[src/rtl/adv7393_video_out_pkg.sv]
// Shared types and PAL 625i timing constants for the ADV7393 output stage.
package adv7393_video_out_pkg;

  localparam int PAL_LINE_LEN_BLANK_T = 352;
  localparam int PAL_LINE_LEN_ACT_T   = 1536;
  localparam int PAL_LINES            = 625;
  localparam int PAL_FIELD_CHANGE     = 313;
  localparam int PAL_F0_ACT_START     = 23;
  localparam int PAL_F1_ACT_START     = 336;
  localparam int PAL_ACT_LINES_FIELD  = 288;
  localparam int PAL_HSYNC_W          = 4;
  localparam int PAL_VSYNC_LINES      = 3;

  localparam int IN_DWIDTH  = 64;
  localparam int OUT_DWIDTH = 10;

  localparam logic [7:0] BLANK_Y = 8'h00;
  localparam logic [7:0] BLANK_C = 8'h00;

  typedef struct packed {
    logic [7:0] y;
    logic [7:0] c;
  } pixel_t;

  // Element i sits at bits [16i +: 16] of the compressed word.
  typedef pixel_t [3:0] pixel_stored_t;

  typedef struct packed {
    logic [10:0]        h_cnt;
    logic [9:0]         v_cnt;
    logic               field;
    logic               hsync_n;
    logic               vsync_n;
    logic               visible_line;
    logic               visible_pix;
    logic               phase;
    logic signed [10:0] fl;
    logic [9:0]         p;
    logic [9:0]         q;
  } raster_pos_t;

  function automatic logic [OUT_DWIDTH-1:0] out_code(input logic [7:0] b);
    return {b, 2'b00};
  endfunction

endpackage

[src/rtl/adv7393_video_out_timing_gen.sv]
// Raster counters, sync decode, frame-latched config and per-tick position
// (frame line / pixel mapping of the centred picture).
module adv7393_timing_gen
  import adv7393_video_out_pkg::*;
#(
  parameter int LINE_LEN_BLANK_T = PAL_LINE_LEN_BLANK_T,
  parameter int LINE_LEN_ACT_T   = PAL_LINE_LEN_ACT_T,
  parameter int LINES            = PAL_LINES,
  parameter int FIELD_CHANGE     = PAL_FIELD_CHANGE,
  parameter int F0_ACT_START     = PAL_F0_ACT_START,
  parameter int F1_ACT_START     = PAL_F1_ACT_START,
  parameter int ACT_LINES_FIELD  = PAL_ACT_LINES_FIELD,
  parameter int HSYNC_W          = PAL_HSYNC_W,
  parameter int VSYNC_LINES      = PAL_VSYNC_LINES
) (
  input  logic        clk,
  input  logic        rst,
  input  logic [31:0] cfg_lines,
  input  logic [31:0] cfg_line_length,
  output raster_pos_t pos
);

  localparam int H_TOTAL    = LINE_LEN_BLANK_T + LINE_LEN_ACT_T;
  localparam int ACT_PIX    = LINE_LEN_ACT_T / 2;
  localparam int ACT_HEIGHT = 2 * ACT_LINES_FIELD;

  logic [10:0] h_cnt;
  logic [9:0]  v_cnt;
  logic [9:0]  lines_sh;
  logic [9:0]  len_sh;

  logic unused_cfg_hi;
  assign unused_cfg_hi = ^{cfg_lines[31:10], cfg_line_length[31:10]};

  always_ff @(posedge clk) begin
    if (rst) begin
      h_cnt    <= '0;
      v_cnt    <= '0;
      lines_sh <= '0;
      len_sh   <= '0;
    end else begin
      // Geometry only changes on a frame boundary so a frame is never torn.
      if (h_cnt == '0 && v_cnt == '0) begin
        lines_sh <= cfg_lines[9:0];
        len_sh   <= cfg_line_length[9:0];
      end
      if (h_cnt == 11'(H_TOTAL - 1)) begin
        h_cnt <= '0;
        v_cnt <= (v_cnt == 10'(LINES - 1)) ? '0 : v_cnt + 10'd1;
      end else begin
        h_cnt <= h_cnt + 11'd1;
      end
    end
  end

  logic               fld;
  logic [9:0]         a;
  logic [9:0]         vstart;
  logic [9:0]         hoff;
  logic [10:0]        h_act;
  logic signed [10:0] fl;

  always_comb begin
    fld    = (v_cnt >= 10'(FIELD_CHANGE));
    a      = v_cnt - (fld ? 10'(F1_ACT_START) : 10'(F0_ACT_START));
    vstart = (10'(ACT_HEIGHT) - lines_sh) >> 1;
    hoff   = (10'(ACT_PIX) - len_sh) >> 1;
    // Lines before the field's first active line wrap a to a large value,
    // so the a < ACT_LINES_FIELD test rejects them before fl matters.
    fl     = $signed({a, fld}) - $signed({1'b0, vstart});
    h_act  = h_cnt - 11'(LINE_LEN_BLANK_T);

    pos.h_cnt        = h_cnt;
    pos.v_cnt        = v_cnt;
    pos.field        = fld;
    pos.hsync_n      = !(h_cnt < 11'(HSYNC_W));
    pos.vsync_n      = !((v_cnt < 10'(VSYNC_LINES)) ||
                         (fld && (v_cnt < 10'(FIELD_CHANGE + VSYNC_LINES))));
    pos.visible_line = (a < 10'(ACT_LINES_FIELD)) && !fl[10] &&
                       (fl < $signed({1'b0, lines_sh}));
    pos.fl           = fl;
    pos.p            = h_act[10:1];
    pos.phase        = h_act[0];
    pos.q            = h_act[10:1] - hoff;
    pos.visible_pix  = pos.visible_line && (h_cnt >= 11'(LINE_LEN_BLANK_T)) &&
                       (h_act[10:1] >= hoff) && (pos.q < len_sh);
  end

endmodule

[src/rtl/adv7393_video_out.sv]
// ADV7393 output stage: line requests, pixel word consumption and the
// registered CbCr/Y multiplexed bus with syncs.
module adv7393_video_out
  import adv7393_video_out_pkg::*;
#(
  parameter int LINE_LEN_BLANK_T = PAL_LINE_LEN_BLANK_T,
  parameter int LINE_LEN_ACT_T   = PAL_LINE_LEN_ACT_T,
  parameter int LINES            = PAL_LINES,
  parameter int FIELD_CHANGE     = PAL_FIELD_CHANGE,
  parameter int F0_ACT_START     = PAL_F0_ACT_START,
  parameter int F1_ACT_START     = PAL_F1_ACT_START,
  parameter int ACT_LINES_FIELD  = PAL_ACT_LINES_FIELD,
  parameter int HSYNC_W          = PAL_HSYNC_W,
  parameter int VSYNC_LINES      = PAL_VSYNC_LINES
) (
  input  logic                  clk,
  input  logic                  rst,
  input  logic [31:0]           cfg_lines,
  input  logic [31:0]           cfg_line_length,
  output logic                  line_req,
  output logic [9:0]            line_idx,
  input  logic [IN_DWIDTH-1:0]  s_tdata,
  input  logic                  s_tvalid,
  output logic                  s_tready,
  output logic [OUT_DWIDTH-1:0] dout,
  output logic                  hsync_n,
  output logic                  vsync_n,
  output logic                  field,
  output logic                  underflow,
  input  logic                  underflow_clr
);

  raster_pos_t pos;

  adv7393_timing_gen #(
    .LINE_LEN_BLANK_T (LINE_LEN_BLANK_T),
    .LINE_LEN_ACT_T   (LINE_LEN_ACT_T),
    .LINES            (LINES),
    .FIELD_CHANGE     (FIELD_CHANGE),
    .F0_ACT_START     (F0_ACT_START),
    .F1_ACT_START     (F1_ACT_START),
    .ACT_LINES_FIELD  (ACT_LINES_FIELD),
    .HSYNC_W          (HSYNC_W),
    .VSYNC_LINES      (VSYNC_LINES)
  ) u_timing (
    .clk             (clk),
    .rst             (rst),
    .cfg_lines       (cfg_lines),
    .cfg_line_length (cfg_line_length),
    .pos             (pos)
  );

  logic unused_pos;
  assign unused_pos = ^{pos.v_cnt, pos.p, pos.fl[10], pos.q[9:2]};

  pixel_stored_t hold_word;
  pixel_stored_t cur_word;
  logic          hold_ok;
  logic          cur_ok;
  logic          grp_start;
  pixel_t        cur_px;
  logic [7:0]    out_byte;

  always_comb begin
    grp_start = pos.visible_pix && !pos.phase && (pos.q[1:0] == 2'd0);
    // The group's first tick is driven straight from the bus; the rest of
    // the group replays the word latched on that tick.
    cur_word  = grp_start ? pixel_stored_t'(s_tdata) : hold_word;
    cur_ok    = grp_start ? s_tvalid : hold_ok;
    cur_px    = cur_word[pos.q[1:0]];
    if (pos.visible_pix && cur_ok)
      out_byte = pos.phase ? cur_px.y : cur_px.c;
    else
      out_byte = pos.phase ? BLANK_Y : BLANK_C;
  end

  always_ff @(posedge clk) begin
    if (rst) begin
      dout      <= '0;
      hsync_n   <= 1'b1;
      vsync_n   <= 1'b1;
      field     <= 1'b0;
      line_req  <= 1'b0;
      line_idx  <= '0;
      s_tready  <= 1'b0;
      underflow <= 1'b0;
      hold_word <= '0;
      hold_ok   <= 1'b0;
    end else begin
      dout     <= out_code(out_byte);
      hsync_n  <= pos.hsync_n;
      vsync_n  <= pos.vsync_n;
      field    <= pos.field;
      line_req <= pos.visible_line && (pos.h_cnt == '0);
      if (pos.visible_line && (pos.h_cnt == '0))
        line_idx <= pos.fl[9:0];
      s_tready <= grp_start && s_tvalid;
      if (grp_start) begin
        hold_word <= pixel_stored_t'(s_tdata);
        hold_ok   <= s_tvalid;
      end
      // A fresh starvation event outranks a clear in the same cycle.
      underflow <= (grp_start && !s_tvalid) || (underflow && !underflow_clr);
    end
  end

endmodule

[config.mk]
export PLATFORM = sky130hd
export DESIGN_NAME = adv7393_video_out
export DESIGN_NICKNAME = d
export VERILOG_FILES = /design/src/rtl/adv7393_video_out_pkg.sv /design/src/rtl/adv7393_video_out_timing_gen.sv /design/src/rtl/adv7393_video_out.sv
export SDC_FILE = /design/constraint.sdc
export NUM_CORES = 1
export LEC_CHECK = 0
export ABC_CLOCK_PERIOD_IN_PS = 10300
export CAP_MARGIN = 20
export CORE_UTILIZATION = 30
export CTS_BUF_LIST = sky130_fd_sc_hd__clkbuf_2
export DETAILED_ROUTE_END_ITERATION = 16
export PLACE_DENSITY_LB_ADDON = 0.3
export SLEW_MARGIN = 20
export SYNTH_ARGS = -nofsm -noshare
export SYNTH_HDL_FRONTEND = slang
export SYNTH_SLANG_ARGS = --single-unit
[constraint.sdc]
create_clock -name clk -period 10.3 [get_ports clk]
set_input_delay 1.545 -clock clk [delete_from_list [all_inputs] [get_ports clk]]
set_output_delay 1.545 -clock clk [all_outputs]
set_load 0.02 [all_outputs]
==> flow_metrics.tcl <==
set metrics [dict create \
    area_added_between_synthesis_and_finish_pct 19.5 \
    detail_route.first_pass.iterations 5 \
    timing.fmax_ghz 0.149 \
    grt_pass1_wl_mm 37.0 \
    fp.dieArea_sq_um 26500 \
    power.total_mw 1.40 \
    setup_viol 0 \
    totalWireLength_mm 22.9 \
    drcViolationCount 0 \
    grt_max_degree 71 \
    min_period_ns 6.72 \
    internal_power_mw 0.844 \
    grt_pass1_vias 6948 \
    vias 7125 \
    cts-resized-gates 0 \
    fillerInstances 2634 \
    rows 58 \
    tritoncts_clock_tree "done" \
    largest_voltage_drop_on_the_vdd_net_mv 0.0833 \
    yosys_warnings 0 \
    final-hold-violation-count 0 \
    synth.area.top_cells "dfxtp_1 31%, ha_1 8.2%, a21oi_1 6.1%" \
    worstPathCellList "or3_1 > a2111oi_0 > a211oi_1 > buf_4 > ha_1 > fa_1 > nand2b_1 > nand2_1 > a21oi_1 > xnor2_1 > ha_1 > nand2_1 > o21ai_0 > o21a_1 > xor2_1 > ha_1 > a21o_1 > a21oi_1 > o21a_1 > o2111a_2 > buf_4 > nand3_4 > a221oi_2" \
    postSynth.topFlopCell "dfxtp_1" \
    worst-path-buf-inv 2 \
    synthArstFlopShare_pct 0 \
    layout.core_utilization_pct 36.7 \
    timing.setup.critical_path_class "register to register" \
    number_of_library_cell_types_mapped_by_synthesis 66 \
    half_perimeter_wire_length_of_the_detailed_placement_result_mm 15.9 \
    setup_total_negative_slack_ns 0 \
    power.clock.fraction_pct 26.5 \
    power_switching_share_pct 39.5 \
    yosysTopAreaCell "dfxtp_1" \
    clock_sinks 122 \
    avgViaCountPerCell 5.37 \
    initial_utilization_pct 30.7 \
    die_x_um 163 \
    clock-root-buffer "clkbuf_2" \
    edff_count_synth 0 \
    synthesized_area_per_cell_sq_um 8.41 \
    timing.critical_path.from_type "register" \
    run_status "finished clean" \
    cell_class_contributing_the_biggest_share_of_worst_path_delay "compound AO/OA/AOI/OAI gates" \
    power.static_leakage_nw 3.23 \
    seqCellArea_sq_um 2440 \
    post-route-cell-area_sq_um 9270 \
    multi_input_gate_area_sq_um 4770 \
    seq_area_frac_synth_pct 31.5 \
    route.antenna.remaining_nets 0 \
    ys_seq_elements 122 \
    cts_hold_buffers 0 \
    post-cts-setup-buffers 0 \
    hold_class "register to register" \
    cap_violations 0 \
    coreArea_sq_um 25300 \
    cts.htree.levels 4 \
    clk_transition_reported_paths_ns 0.24 \
    grt_overflow_total 0 \
    cts-buffers-inserted 17 \
    grt_util_all_layers_pct 17.7 \
    cp.required_ns 10.93 \
    detailed_place.area_sq_um 8980 \
    crit_slowest_cell "o2111a_2" \
    syn_inst 923 \
    worstMarginPinSlew_ns 0.876 \
    post-route-period-util_pct 65.2 \
    timing.final.max_slew_violations 0 \
    share_comb_of_total_power_pct 38.2 \
    routed_wire_length_per_instance_um 17.3 \
    initialDrtViolationCount 535 \
    insertion_delay_ns 0.73 \
    nets 1169 \
    cts.path.max_buffers 2 \
    grt_setup_unrepaired "false" \
    path_common_cell "ha_1" \
    synthesis.area_sq_um 7760 \
    maxSlewHeadroom_pct 41.6 \
    final.setup_skew_ns 0.0366 \
    floorplan.io_pins 158 \
    crit_fanout 44 \
    reg_power_share_pct 35.4 \
    gp_congestion 0.808 \
    dieHeight_um 163 \
    max_stage_delay_ns 0.83 \
    yosys.area.top_type_share_pct 31.5 \
    port_buffers 111 \
    worst_ep_arrival_time_ns 7.35 \
    drive_above_1_share_pct 7.83 \
    critical_path.endpoint_type "register" \
    pwr_density_cell_nw_per_um2 150 \
    antenna_violations_before_repair 4 \
    total_switching_power_mw 0.552 \
]
sequential cells by signal, summed over array words and instances (netlist names):
name and count:
u_timing.h_cnt 11, hsync_n 1, hold_ok 1, u_timing.len_sh 10, underflow 1, line_idx 10, hold_word 56, line_req 1
dout 8, s_tready 1, field 1, u_timing.v_cnt 10, u_timing.lines_sh 10, vsync_n 1
cell type report:
cell class	instances	area share (%)
antenna	1	0.0270
clock buffer	17	0.917
clock inverter	15	2.21
inverter	45	1.82
multi-input combinational	675	51.4
sequential	122	26.3
tap	330	4.45
timing repair buffer	122	12.8
through the flow:
| stage | setup WS (ns) | cells | hold WS, ns |
|---|---|---|---|
| after detailed placement | 3.60 | 1294 | 0.457 |
| after CTS | 3.58 | 1326 | 0.482 |
| final | 3.58 | 1327 | 0.483 |
| after global routing | 2.97 | 1327 | 0.504 |
| after global placement | 3.69 | 1294 | 0.451 |
| after floorplan | 5.19 | 924 | 0.445 |
synthesized netlist by cell type, types with 4 or more instances:
cell type	number
ha_1	51
nand2b_1	5
nand2_1	35
o31ai_1	59
buf_2	13
or3_1	7
clkbuf_1	40
nand4_1	73
and3_1	6
buf_4	21
a31o_1	5
xor2_1	14
o221ai_1	14
or4_1	4
mux2i_1	22
a21o_1	6
buf_1	5
a2111oi_0	7
dfxtp_1	122
inv_1	42
nor2b_1	8
o21a_1	9
xnor2_1	36
mux2_2	14
a221oi_2	6
nor3_1	15
a211oi_1	6
nor4_1	5
a21oi_1	94
nand3_1	23
nor2_1	69
o21ai_0	32
placed cells by master, fill, tap and decap left out, drive strengths merged, types with 5 or more instances in the layout:
master	netlist	layout
a2111oi	10	10
a211oi	6	6
a21o	6	6
a21oi	94	94
a221oi	6	6
a31o	5	5
and3	6	6
buf	42	12
clkbuf	40	17
clkdlybuf4s50	0	110
clkinv	3	8
dfxtp	122	122
ha	51	51
inv	42	49
mux2	14	14
mux2i	22	22
nand2	35	35
nand2b	5	5
nand3	24	24
nand4	73	73
nor2	70	70
nor2b	8	8
nor3	16	16
nor4	5	5
o21a	9	9
o21ai	34	34
o221ai	14	14
o31ai	59	59
or3	7	7
or4	5	5
xnor2	36	36
xor2	14	14
kinds of logic (layout without fill, tap and decap cells):
family	count (synthesis)	after routing	share of synthesized area, %
other cells	1	3	0.0483
mux	36	36	4.87
buf+inv	127	199	7.65
xor+xnor	50	50	5.64
simple gates	269	269	18.3
compound gates	264	264	23.0
flops	122	122	31.5
fa+ha+maj	54	54	8.99
layer usage:
layer  global-route usage [%]  up-vias  wire length [um]  part of all wire, %
met2                     27.9      159             10400                   45
met3                     4.02       22              1360                  5.9
li1                         -     3560                 -                    -
met5                        0        -                25                 0.11
met4                     4.46        4               326                  1.4
met1                     24.1     3380             10800                   47
worst reg2reg max path, stage by stage, from the launching register on:
cell       delay, ns
dfxtp_1         0.43
or3_1           0.41
a2111oi_0       0.56
a211oi_1        0.10
buf_4           0.21
ha_1            0.22
fa_1            0.40
nand2b_1        0.22
nand2_1         0.13
a21oi_1         0.08
xnor2_1         0.14
ha_1            0.35
nand2_1         0.06
o21ai_0         0.17
o21a_1          0.21
xor2_1          0.22
ha_1            0.27
a21o_1          0.18
a21oi_1         0.13
o21a_1          0.22
o2111a_2        0.83
buf_4           0.50
nand3_4         0.24
a221oi_2        0.34
power groups by stage:
stage                     logic [mW]  clock network [mW]  registers [mW]
after floorplan                0.392                   0           0.499
after global placement         0.525                   0           0.503
after detailed placement       0.529                   0           0.503
after CTS                      0.533               0.379           0.494
after global routing           0.599               0.402           0.496
final                          0.533               0.369           0.494
worst paths after layout:
path                                                startpoint                        to  slack, ns  depth (start not counted)
worst min-delay path                  hold_word[22]$_SDFF_PP0_  hold_word[22]$_SDFF_PP0_       0.48                          2
worst min register to register        hold_word[22]$_SDFF_PP0_  hold_word[22]$_SDFF_PP0_       0.48                          2
worst max-delay path            u_timing.v_cnt[9]$_SDFFE_PP0P_        dout[8]$_SDFF_PP0_       3.58                         23
worst max register to register  u_timing.v_cnt[9]$_SDFFE_PP0P_        dout[8]$_SDFF_PP0_       3.58                         23
No activity file was read; power rests on OpenSTA's default activity.
